### src/rtl/stdin_uart_pkg.sv
// Shared types and constants for the stdin UART receiver and its byte FIFO.
package stdin_uart_pkg;

  // Receiver FSM states.
  typedef enum logic [1:0] {
    IDLE  = 2'd0,
    START = 2'd1,
    DATA  = 2'd2,
    STOP  = 2'd3
  } rx_state_t;

  // 8N1 framing: eight data bits per frame, and the line idles high.
  localparam int   DATA_BITS  = 8;
  localparam logic IDLE_LEVEL = 1'b1;

endpackage

### src/rtl/stdin_uart_rx_if.sv
// Byte handshake between the receiver FIFO and the processor's stdin read.
// slave  = receiver side (drives head byte and valid)
// master = processor side (drives the pop request)
interface stdin_uart_rx_if
  import stdin_uart_pkg::*;
();
  logic                 stdin_ren;
  logic [DATA_BITS-1:0] stdin_rval;
  logic                 stdin_valid;

  modport master (output stdin_ren, input stdin_rval, input stdin_valid);
  modport slave  (input stdin_ren, output stdin_rval, output stdin_valid);
endinterface

### src/rtl/stdin_fifo.sv
// Small synchronous byte FIFO. Pointers carry one extra wrap bit so that
// full and empty can be told apart without a separate occupancy counter.
// The head byte is read combinationally and forced to zero when empty.
module stdin_fifo
  import stdin_uart_pkg::*;
#(
  parameter int DEPTH_LOG2 = 2
) (
  input  logic                 clk,
  input  logic                 reset,
  input  logic                 push,
  input  logic [DATA_BITS-1:0] din,
  input  logic                 pop,
  output logic                 full,
  output logic                 empty,
  output logic [DATA_BITS-1:0] head
);

  localparam int DEPTH = 1 << DEPTH_LOG2;

  logic [DEPTH_LOG2:0]  wr_ptr_reg;
  logic [DEPTH_LOG2:0]  rd_ptr_reg;
  logic [DATA_BITS-1:0] mem [DEPTH];
  logic                 pop_ok;
  logic                 push_ok;

  assign empty = (wr_ptr_reg == rd_ptr_reg);
  assign full  = (wr_ptr_reg[DEPTH_LOG2] != rd_ptr_reg[DEPTH_LOG2]) &&
                 (wr_ptr_reg[DEPTH_LOG2-1:0] == rd_ptr_reg[DEPTH_LOG2-1:0]);

  // A pop on an empty FIFO is ignored; a push into a full FIFO is only
  // accepted when a pop in the same cycle frees the slot being written.
  assign pop_ok  = pop & ~empty;
  assign push_ok = push & (~full | pop_ok);

  assign head = empty ? '0 : mem[rd_ptr_reg[DEPTH_LOG2-1:0]];

  // Storage write; contents need no reset because empty gates the head.
  always_ff @(posedge clk) begin
    if (push_ok) begin
      mem[wr_ptr_reg[DEPTH_LOG2-1:0]] <= din;
    end
  end

  // Pointer advance on accepted push/pop.
  always_ff @(posedge clk or posedge reset) begin
    if (reset) begin
      wr_ptr_reg <= '0;
      rd_ptr_reg <= '0;
    end else begin
      if (push_ok) wr_ptr_reg <= wr_ptr_reg + 1'b1;
      if (pop_ok)  rd_ptr_reg <= rd_ptr_reg + 1'b1;
    end
  end

endmodule

### src/rtl/stdin_uart_rx.sv
// 8N1 serial receiver feeding the processor's stdin read port.
// rx is synchronised, frames are sampled mid-bit and good bytes are queued
// in a small FIFO; overflow and frame_err are single-cycle status pulses.
module stdin_uart_rx
  import stdin_uart_pkg::*;
#(
  parameter int CLKS_PER_BIT = 16,
  parameter int DEPTH_LOG2   = 2
) (
  input  logic                  clk,
  input  logic                  reset,
  input  logic                  rx,
  stdin_uart_rx_if.slave        sif,
  output logic                  rx_busy,
  output logic                  overflow,
  output logic                  frame_err
);

  localparam int CNT_W = $clog2(CLKS_PER_BIT);
  localparam logic [CNT_W-1:0] HALF_TERM = CNT_W'(CLKS_PER_BIT / 2 - 1);
  localparam logic [CNT_W-1:0] FULL_TERM = CNT_W'(CLKS_PER_BIT - 1);
  localparam logic [2:0]       LAST_BIT  = 3'(DATA_BITS - 1);

  rx_state_t            state_reg;
  logic                 rx_meta_reg;
  logic                 rx_s_reg;
  logic [1:0]           sync_fill_reg;
  logic                 armed_reg;
  logic [CNT_W-1:0]     sample_cnt_reg;
  logic [2:0]           bit_cnt_reg;
  logic [DATA_BITS-1:0] shift_reg;
  logic                 overflow_reg;
  logic                 frame_err_reg;

  logic                 fifo_full;
  logic                 fifo_empty;
  logic                 fifo_pop;
  logic                 stop_sample;
  logic                 push_req;

  assign fifo_pop    = sif.stdin_ren & ~fifo_empty;
  assign stop_sample = (state_reg == STOP) && (sample_cnt_reg == FULL_TERM);
  assign push_req    = stop_sample && (rx_s_reg == IDLE_LEVEL);

  // Synchroniser and arming. Both flops come out of reset preset high, so
  // the first two rx_s values are not from the line; arming waits until the
  // pipe holds real samples and the line is seen idle. A frame that was in
  // flight across reset therefore cannot be mistaken for a start bit.
  always_ff @(posedge clk or posedge reset) begin
    if (reset) begin
      rx_meta_reg   <= IDLE_LEVEL;
      rx_s_reg      <= IDLE_LEVEL;
      sync_fill_reg <= 2'b00;
      armed_reg     <= 1'b0;
    end else begin
      rx_meta_reg   <= rx;
      rx_s_reg      <= rx_meta_reg;
      sync_fill_reg <= {sync_fill_reg[0], 1'b1};
      if (sync_fill_reg[1] && (rx_s_reg == IDLE_LEVEL)) begin
        armed_reg <= 1'b1;
      end
    end
  end

  // Receiver FSM: start detect, half-bit start check, mid-bit data sampling
  // and stop-bit decision, with registered status pulses.
  always_ff @(posedge clk or posedge reset) begin
    if (reset) begin
      state_reg      <= IDLE;
      sample_cnt_reg <= '0;
      bit_cnt_reg    <= '0;
      shift_reg      <= '0;
      overflow_reg   <= 1'b0;
      frame_err_reg  <= 1'b0;
    end else begin
      overflow_reg  <= 1'b0;
      frame_err_reg <= 1'b0;
      case (state_reg)
        IDLE: begin
          if ((rx_s_reg != IDLE_LEVEL) && armed_reg) begin
            state_reg      <= START;
            sample_cnt_reg <= '0;
          end
        end
        START: begin
          if (sample_cnt_reg == HALF_TERM) begin
            if (rx_s_reg == IDLE_LEVEL) begin
              // Line went back high before mid-start: treat as a glitch.
              state_reg <= IDLE;
            end else begin
              state_reg      <= DATA;
              sample_cnt_reg <= '0;
              bit_cnt_reg    <= '0;
            end
          end else begin
            sample_cnt_reg <= sample_cnt_reg + CNT_W'(1);
          end
        end
        DATA: begin
          if (sample_cnt_reg == FULL_TERM) begin
            sample_cnt_reg <= '0;
            // LSB first: after eight shifts the first bit sits in bit 0.
            shift_reg <= {rx_s_reg, shift_reg[DATA_BITS-1:1]};
            if (bit_cnt_reg == LAST_BIT) begin
              state_reg   <= STOP;
              bit_cnt_reg <= '0;
            end else begin
              bit_cnt_reg <= bit_cnt_reg + 3'd1;
            end
          end else begin
            sample_cnt_reg <= sample_cnt_reg + CNT_W'(1);
          end
        end
        STOP: begin
          if (sample_cnt_reg == FULL_TERM) begin
            // Leave at mid-stop-bit so a following start edge is not missed.
            sample_cnt_reg <= '0;
            state_reg      <= IDLE;
            if (rx_s_reg == IDLE_LEVEL) begin
              if (fifo_full && !fifo_pop) overflow_reg <= 1'b1;
            end else begin
              frame_err_reg <= 1'b1;
            end
          end else begin
            sample_cnt_reg <= sample_cnt_reg + CNT_W'(1);
          end
        end
        default: state_reg <= IDLE;
      endcase
    end
  end

  assign rx_busy   = (state_reg != IDLE);
  assign overflow  = overflow_reg;
  assign frame_err = frame_err_reg;

  stdin_fifo #(
    .DEPTH_LOG2(DEPTH_LOG2)
  ) u_fifo (
    .clk   (clk),
    .reset (reset),
    .push  (push_req),
    .din   (shift_reg),
    .pop   (sif.stdin_ren),
    .full  (fifo_full),
    .empty (fifo_empty),
    .head  (sif.stdin_rval)
  );

  assign sif.stdin_valid = ~fifo_empty;

endmodule
### src/flat_wrapper.sv
// flat-port wrapper written by rule: the top's interface ports become plain ports
module stdin_uart_rx_flat import stdin_uart_pkg::*;
#(
  parameter int CLKS_PER_BIT = 16,
  parameter int DEPTH_LOG2   = 2
)
  (clk, reset, rx, rx_busy, overflow, frame_err, sif_stdin_ren, sif_stdin_rval, sif_stdin_valid);
  stdin_uart_rx_if sif_i ();
  input  logic clk;
  input  logic reset;
  input  logic rx;
  output logic rx_busy;
  output logic overflow;
  output logic frame_err;
  input wire logic [$bits(sif_i.stdin_ren)-1:0] sif_stdin_ren;
  output wire logic [$bits(sif_i.stdin_rval)-1:0] sif_stdin_rval;
  output wire logic [$bits(sif_i.stdin_valid)-1:0] sif_stdin_valid;
  assign sif_i.stdin_ren = sif_stdin_ren;
  assign sif_stdin_rval = sif_i.stdin_rval;
  assign sif_stdin_valid = sif_i.stdin_valid;
  stdin_uart_rx #(.CLKS_PER_BIT(CLKS_PER_BIT), .DEPTH_LOG2(DEPTH_LOG2)) u_core (.clk(clk), .reset(reset), .rx(rx), .sif(sif_i), .rx_busy(rx_busy), .overflow(overflow), .frame_err(frame_err));
endmodule
### config.mk
export PLATFORM = sky130hd
export DESIGN_NAME = stdin_uart_rx_flat
export DESIGN_NICKNAME = d
export VERILOG_FILES = /design/src/rtl/stdin_uart_pkg.sv /design/src/rtl/stdin_uart_rx_if.sv /design/src/rtl/stdin_fifo.sv /design/src/rtl/stdin_uart_rx.sv /design/src/flat_wrapper.sv
export SDC_FILE = /design/constraint.sdc
export NUM_CORES = 1
export LEC_CHECK = 0
export CAP_MARGIN = 5
export CORE_MARGIN = 2
export CORE_UTILIZATION = 40
export CTS_CLUSTER_DIAMETER = 50
export CTS_CLUSTER_SIZE = 25
export DETAILED_ROUTE_END_ITERATION = 8
export MAX_ROUTING_LAYER = met4
export SYNTH_ARGS = -nofsm -noshare
export SYNTH_HDL_FRONTEND = slang
export SYNTH_SLANG_ARGS = --single-unit
### constraint.sdc
create_clock -name clk -period 3 [get_ports clk]
set_input_delay 0.3 -clock clk [delete_from_list [all_inputs] [get_ports clk]]
set_output_delay 0.3 -clock clk [all_outputs]
set_load 0.03 [all_outputs]
==> flow_summary_export.csv <==
group,metric,value,unit
outcome,status,"completed",
cts,postCtsSetupRepairBufs,0,
sta,finalClockSkew,0.00771,ns
synthesis,yosys.cell_types.count,42,
hold_path,hold_class,"in2async",
synthesis,synth_ff_type,"edfxtp_1",
cells_and_area,n_antenna_cell,0,
die,ios,16,
synthesis,synth_compound_area_frac,0.0317,
detailed_routing,vias,1407,
placed_design,routabilityCongestion,0.863,
cts,cts_root_buf,"clkbuf_8",
detailed_routing,ant_nets,0,
worst_setup_path,worstSetupStartpoint,"u_core.u_fifo.rd_ptr_reg[1]$_DFFE_PP0P_",
synthesis,synth_fa_ha_area_frac,0.0373,
worst_setup_path,regToRegSetupSlack,0.84,ns
synthesis,syn_inst,170,
power_and_ir_drop,clkPwrFrac,0.279,
worst_setup_path,cp_top_family,"simple AND/OR/NAND/NOR gates",
power_and_ir_drop,powerDensity,719,mW/mm²
worst_setup_path,crit_path_end,"sif_stdin_rval[2]",
power_and_ir_drop,p_comb_frac,0.245,
synthesis,synth_top_family_by_area,"multiplexers",
cts,cts.clk_slew.worst_paths,0.06,ns
synthesis,synth_edf_count,32,
worst_setup_path,required,2.70,ns
cts,cts_buffers,9,
synthesis,synth_area,0.00268,mm²
sta,layout_min_cycle_time,2.71,ns
global_routing,grt-ovfl-total,0,
worst_setup_path,timing.critical_path.cells,"xor2_2 > or3b_4 > and2_1 > clkdlybuf4s50_1",
placed_design,io_buffers,15,
synthesis,postSynthNetCount,182,
detailed_routing,viasPerCell,5.14,
cells_and_area,mostFrequentLayoutCells,"edfxtp_1, dfrtp_1, clkdlybuf4s50_1",
worst_setup_path,reg2reg_depth,5,
sta,finalSetupViolCount,0,
worst_setup_path,cp_num_buf_inv,1,
global_routing,first_global_vias,1536,
cells_and_area,largest_reg_flops,32,
detailed_routing,wl,4420,µm
global_routing,grt_start_max_net_pins,31,
cts,htreeDepth,3,
cts,cts_tree,"yes",
detailed_routing,firstDrtPassIters,6,
cells_and_area,area_delta_synth_final,14.2,%
cts,cts.sinks,62,
cts,cts_resized,0,
synthesis,synth_xor_area_frac,0.0289,
worst_setup_path,critical_path.max_stage_delay,0.66,ns
synthesis,ys_ff_latch,62,
cells_and_area,final_net_count,204,
cts,clk_path_buf_depth,2,
cells_and_area,drive_gt1_frac,0.223,
synthesis,seq_area_frac_synth,0.639,
power_and_ir_drop,switchingPower,668,µW
sta,report.final.hold_viol_count,0,
synthesis,yosys.area_share.simple,0.106,
power_and_ir_drop,vdd_ir_drop_max,0.326,mV
die,fp.dieW,85.9,µm
global_routing,grt.total_usage,0.143,
worst_setup_path,r2r_end,"u_core.u_fifo.mem[2][5]$_DFFE_PP_",
synthesis,synth.area.mux_share,0.130,
die,die_h,85.9,µm
die,coreArea,0.00642,mm²
sta,maxSlewViolCount,0,
synthesis,postSynthAreaPerCell,15.8,µm²
worst_setup_path,cp_slowest_cell,"dfrtp_1",
worst_setup_path,critical_path_arrival,2.41,ns
sta,fmax,370,MHz
worst_setup_path,cp_max_fo,11,
global_routing,antenna_found_initial,0,
cts,cts_hold_buf,0,
power_and_ir_drop,intPower,1530,µW
cells_and_area,fin_util,0.477,
placed_design,post-dp-hpwl,3000,µm
cells_and_area,fillCellCount,543,
synthesis,async_flop_share,0.484,
cts,insertion_delay,0.33,ns
global_routing,grt_pass1_wl,7480,µm
die,dieArea,0.00738,mm²
sta,final.setup.tns,0,ns
die,row_count,29,
power_and_ir_drop,p_leak,0.00125,µW
sta,worst_pin_slew,0.512,ns
job,cap_violations,0,
worst_setup_path,worstReg2RegStart,"u_core.sample_cnt_reg[0]$_DFFE_PP0P_",
sta,slew_headroom,0.659,
die,initial_utilization,0.418,
cells_and_area,final_common_cell,"edfxtp_1",
sta,rsz0062_at_grt,"no",
detailed_routing,dr.first_iter.drc_count,68,
power_and_ir_drop,sw_frac_of_total,0.303,
worst_setup_path,cp-start-kind,"register",
detailed_routing,routedWlPerCell,16.1,µm
worst_setup_path,setup.worst_path.class,"reg2out",
synthesis,yosys_warnings,0,
power_and_ir_drop,sequentialPowerShare,0.476,
detailed_routing,drc_errors,0,
sta,fin_crit_sh,0.902,
worst_setup_path,end_kind,"output pin",
worst_setup_path,cp.depth,4,
## tightest hold or removal path: stages
cell,delay (ns)
clkdlybuf4s50_1,0.39
inv_1,0.05
buf_4,0.34
## how the worst min path moves through the flow
stage	depth (start not counted)	end	slack (ns)
finish	3	u_core.u_fifo.wr_ptr_reg[0]$_DFFE_PP0N_	0.34
detailed placement	0	u_core.sync_fill_reg[1]$_DFF_PP0_	0.34
CTS	3	u_core.u_fifo.wr_ptr_reg[0]$_DFFE_PP0N_	0.35
global route	1	u_core.rx_meta_reg$_DFF_PP1_	0.36
floorplan	0	u_core.rx_meta_reg$_DFF_PP1_	0.30
global placement	0	u_core.sync_fill_reg[1]$_DFF_PP0_	0.33
## cell type report
class,instances,area [µm²],share of cell area
Clock buffer,14,153,0.0498
Multi-Input combinational cell,96,900,0.294
Timing Repair Buffer,18,173,0.0563
Tap cell,77,96.3,0.0314
Sequential cell,62,1710,0.559
Inverter,5,18.8,0.00612
Clock inverter,2,10.0,0.00327
## power groups by stage
stage / clock network [µW] / registers [µW] / logic [µW]
detailed placement: 0 / 1070 / 547
finish: 615 / 1050 / 538
CTS: 634 / 1050 / 550
global placement: 0 / 1060 / 534
global route: 675 / 1060 / 593
floorplan: 0 / 1000 / 472
## stage by stage
stage	hold slack (ns)	cells	power, µW	setup slack, ns	instance area [µm²]
finish	0.340	274	2200	0.294	3060
global route	0.356	274	2330	0.173	3060
CTS	0.345	274	2230	0.243	3060
detailed placement	0.342	258	1610	0.617	2900
global placement	0.332	258	1590	0.679	2900
floorplan	0.304	170	1470	1.12	2680
## cells in the mapped netlist (2+ instances only)
cell type,number,share of area
a32o_1,2,0.0075
and2_1,12,0.028
and3_1,2,0.0047
buf_6,3,0.013
clkbuf_1,3,0.0042
dfrtp_1,28,0.26
dfstp_2,2,0.020
edfxtp_1,32,0.36
ha_1,8,0.037
inv_1,5,0.0070
mux2_1,4,0.017
mux2_2,11,0.046
mux4_2,8,0.067
nand2_1,5,0.0070
nand3_1,4,0.0075
nor2_1,6,0.0084
nor2b_1,2,0.0047
nor3b_2,2,0.0093
o21ai_0,2,0.0037
o21ai_1,2,0.0037
xnor2_1,4,0.013
xor2_1,3,0.0098
## metal layers
| metal | up-vias | track usage | share of wire |
|---|---|---|---|
| li1 | 664 | - | - |
| met1 | 718 | 0.165 | 0.43 |
| met2 | 17 | 0.224 | 0.51 |
| met3 | 8 | 0.0500 | 0.033 |
| met4 | 0 | 0.0693 | 0.020 |
| met5 | - | - | 0 |
## kinds of logic (layout without fill, tap and decap cells)
kind of cell    after synthesis  in the layout
other cells                   1              1
flops                        62             62
simple gates                 44             44
buf+inv                      12             39
fa+ha+maj                     8              8
mux                          23             23
compound gates               12             12
xor+xnor                      8              8
Note: power is estimated with default switching activity, not from simulation.
==> RTL change: new RTL, same settings <==
The 4 states of `rx_state_t` get a Gray code encoding in 2 bits.
--- a/src/rtl/stdin_uart_pkg.sv
+++ b/src/rtl/stdin_uart_pkg.sv
@@ -3,10 +3,10 @@
 
   // Receiver FSM states.
   typedef enum logic [1:0] {
-    IDLE  = 2'd0,
-    START = 2'd1,
-    DATA  = 2'd2,
-    STOP  = 2'd3
+    IDLE  = 2'b00,
+    START = 2'b01,
+    DATA  = 2'b11,
+    STOP  = 2'b10
   } rx_state_t;
 
   // 8N1 framing: eight data bits per frame, and the line idles high.
Check against the original RTL: same outputs for any inputs over 10 cycles, from zero or initial values and one cycle with reset high; not proved beyond that.
==> RTL change against the unedited design <==
Non-clock buffer count fell by 1; die area fell by 0.88%; worst setup slack got worse by 0.075 ns; sequential cell count did not move; global-route usage fell by 0.28 points; hold slack got worse by 0.068 ns; final cell count fell by 1.1%; power rose by 31%; critical path depth did not move; cell area rose by 0.69%; area after synthesis fell by 0.93%; clock skew fell by 0.0029 ns; utilization rose by 0.60 points; wire length fell by 2.0%; critical path type unchanged; highest routed layer unchanged.
==> RTL change: results (changes against the unedited design) <==
status finished clean (unchanged); CTS Buf Count 9 (unchanged); Setup Fix Bufs, Post-CTS 0 (unchanged); overall routing resource usage 0.1406 (was 0.1434); Leakage 0.001233 uW (was 0.001251 uW); max incr delay on CP 0.73 ns (was 0.66 ns); Initial DRT Pass Iterations 4 (was 6); switching pwr 933.6 uW (was 667.8 uW); mux cell area share after synthesis 0.1172 (was 0.1301); flop-to-flop setup slack 0.72 ns (was 0.84 ns); routability congestion estimate 0.7769 (was 0.8627); xor and xnor area share after synthesis 0.02919 (was 0.02892); clk_lat worst skew 0.33 ns (about the same); hold_buf cts 0 (unchanged); sequential area share after synthesis 0.6450 (was 0.6390); wire length on met3 190 um (was 146 um); worst hold-check path type input port to async pin (unchanged); pin count of the biggest net entering global routing 21 (was 31); critical path's slowest cell dfrtp_1 (unchanged); Syn Nets 180 (was 182); Avg WL per Cell 15.96 um (was 16.12 um); antenna violations before repair 0 (unchanged); CTS resizes 0 (unchanged); max FFs per register 32 (unchanged); clock-pin slew on the worst setup and hold paths 0.06 ns (about the same); reg2reg start u_core.sample_cnt_reg[0]$_DFFE_PP0P_ (unchanged); reg2reg end u_core.u_fifo.mem[2][4]$_DFFE_PP_ (was u_core.u_fifo.mem[2][5]$_DFFE_PP_); Nets 201 (was 204); Post-Synth Adder-Cell Area 0.03766 (was 0.03731); # H-tree levels 3 (unchanged); clk buf depth 2 (unchanged); VDD IR max 0.5424 mV (was 0.3257 mV); Slew HR 0.5930 (was 0.6588); yosys warns 0 (unchanged); Unique masters post-synth 44 (was 42); FF-to-FF path depth 5 (unchanged); Worst EP arrival 2.48 ns (was 2.41 ns); Post-synth top cells edfxtp_1 (32), dfrtp_1 (28), and2_1 (11), mux2_1 (11), ha_1 (8) (was edfxtp_1 (32), dfrtp_1 (28), and2_1 (12)); ANT cells 0 (unchanged); dpl hpwl 2902 um (was 3002 um); compound-gate portion of the synthesized area 0.03908 (was 0.03172); layout cells sized above 1 0.1701 (was 0.2234); vias in the first global route 1,489 (was 1,536); Met2 Wirelength 2078 um (was 2271 um); Final Skew 0.004856 ns (was 0.007712 ns); largest fanout on the critical path 11 (unchanged); clk root buf clkbuf_8 (unchanged); CP startpoint u_core.u_fifo.rd_ptr_reg[0]$_DFFE_PP0P_ (was u_core.u_fifo.rd_ptr_reg[1]$_DFFE_PP0P_); first-pass GRT wire length 7341 um (was 7479 um); Initial DRC Count 67 (was 68); IO buf count 15 (unchanged); WL met1 1974 um (was 1907 um); number of synthesized flops with an enable pin 32 (unchanged); worst hold slack 0.2724 ns (was 0.3402 ns); routed vias/inst 5.188 (was 5.135); Largest delay share family, worst path flip-flops (was simple AND/OR/NAND/NOR gates); Area contributors post-synth edfxtp_1 (36%), dfrtp_1 (26%), mux4_2 (5.1%) (was edfxtp_1 (36%), dfrtp_1 (26%), mux4_2 (6.7%)); async set or reset register ratio after synthesis 0.4839 (unchanged); Top Layer Used met4 (unchanged)
[RTL change: final cells by class]
cell class,count,area [sq um]
clock inverters,5,71.32
fillers,561,3301
multi-input cells,92,860.8
well taps,77,96.34
flip-flops and latches,62,1714
repair buffers,17,165.2
clock buffers,11,151.4
inverters,7,26.28
[RTL change: power by group through the flow]
stage	Sequential, uW	Clock, uW	Combinational, uW
floorplan	1070	0	785
finish	1180	806	896
detailed placement	1200	0	909
global placement	1190	0	877
CTS	1180	829	912
global route	1210	862	989
[RTL change: per-stage QoR]
step | power [uW] | instance area, sq um | util | instances | setup WS [ns]
2_1_floorplan | 1858 | 2658 | - | 168 | 1.034
3_3_place_gp | 2067 | 2863 | 0.4483 | 255 | 0.5616
3_5_place_dp | 2106 | 2863 | 0.4483 | 255 | 0.5210
4_1_cts | 2920 | 3085 | 0.4832 | 271 | 0.1474
5_1_grt | 3061 | 3085 | 0.4832 | 271 | 0.03067
6_report | 2880 | 3085 | 0.4832 | 271 | 0.2189
[RTL change: logic make-up after synthesis]
group | after synthesis
other cells | 1
compound gates | 14
xor+xnor | 8
buf+inv | 14
simple gates | 42
mux | 19
fa+ha+maj | 8
flops | 62
[RTL change: per-layer routing]
layer  vias to the layer above  track usage
met5                         -            -
met4                         0      0.06926
met3                        13      0.04427
met2                        36       0.2081
met1                       702       0.1759
li1                        655            -
[RTL change: worst max-delay path by stage]
| stage | end | depth (start not counted) |
|---|---|---|
| 6_report | sif_stdin_rval[7] | 4 |
| 3_5_place_dp | sif_stdin_rval[7] | 4 |
| 2_1_floorplan | u_core.u_fifo.mem[3][0]$_DFFE_PP_ | 4 |
| 3_3_place_gp | sif_stdin_rval[6] | 4 |
| 5_1_grt | sif_stdin_rval[0] | 4 |
| 4_1_cts | sif_stdin_rval[6] | 4 |
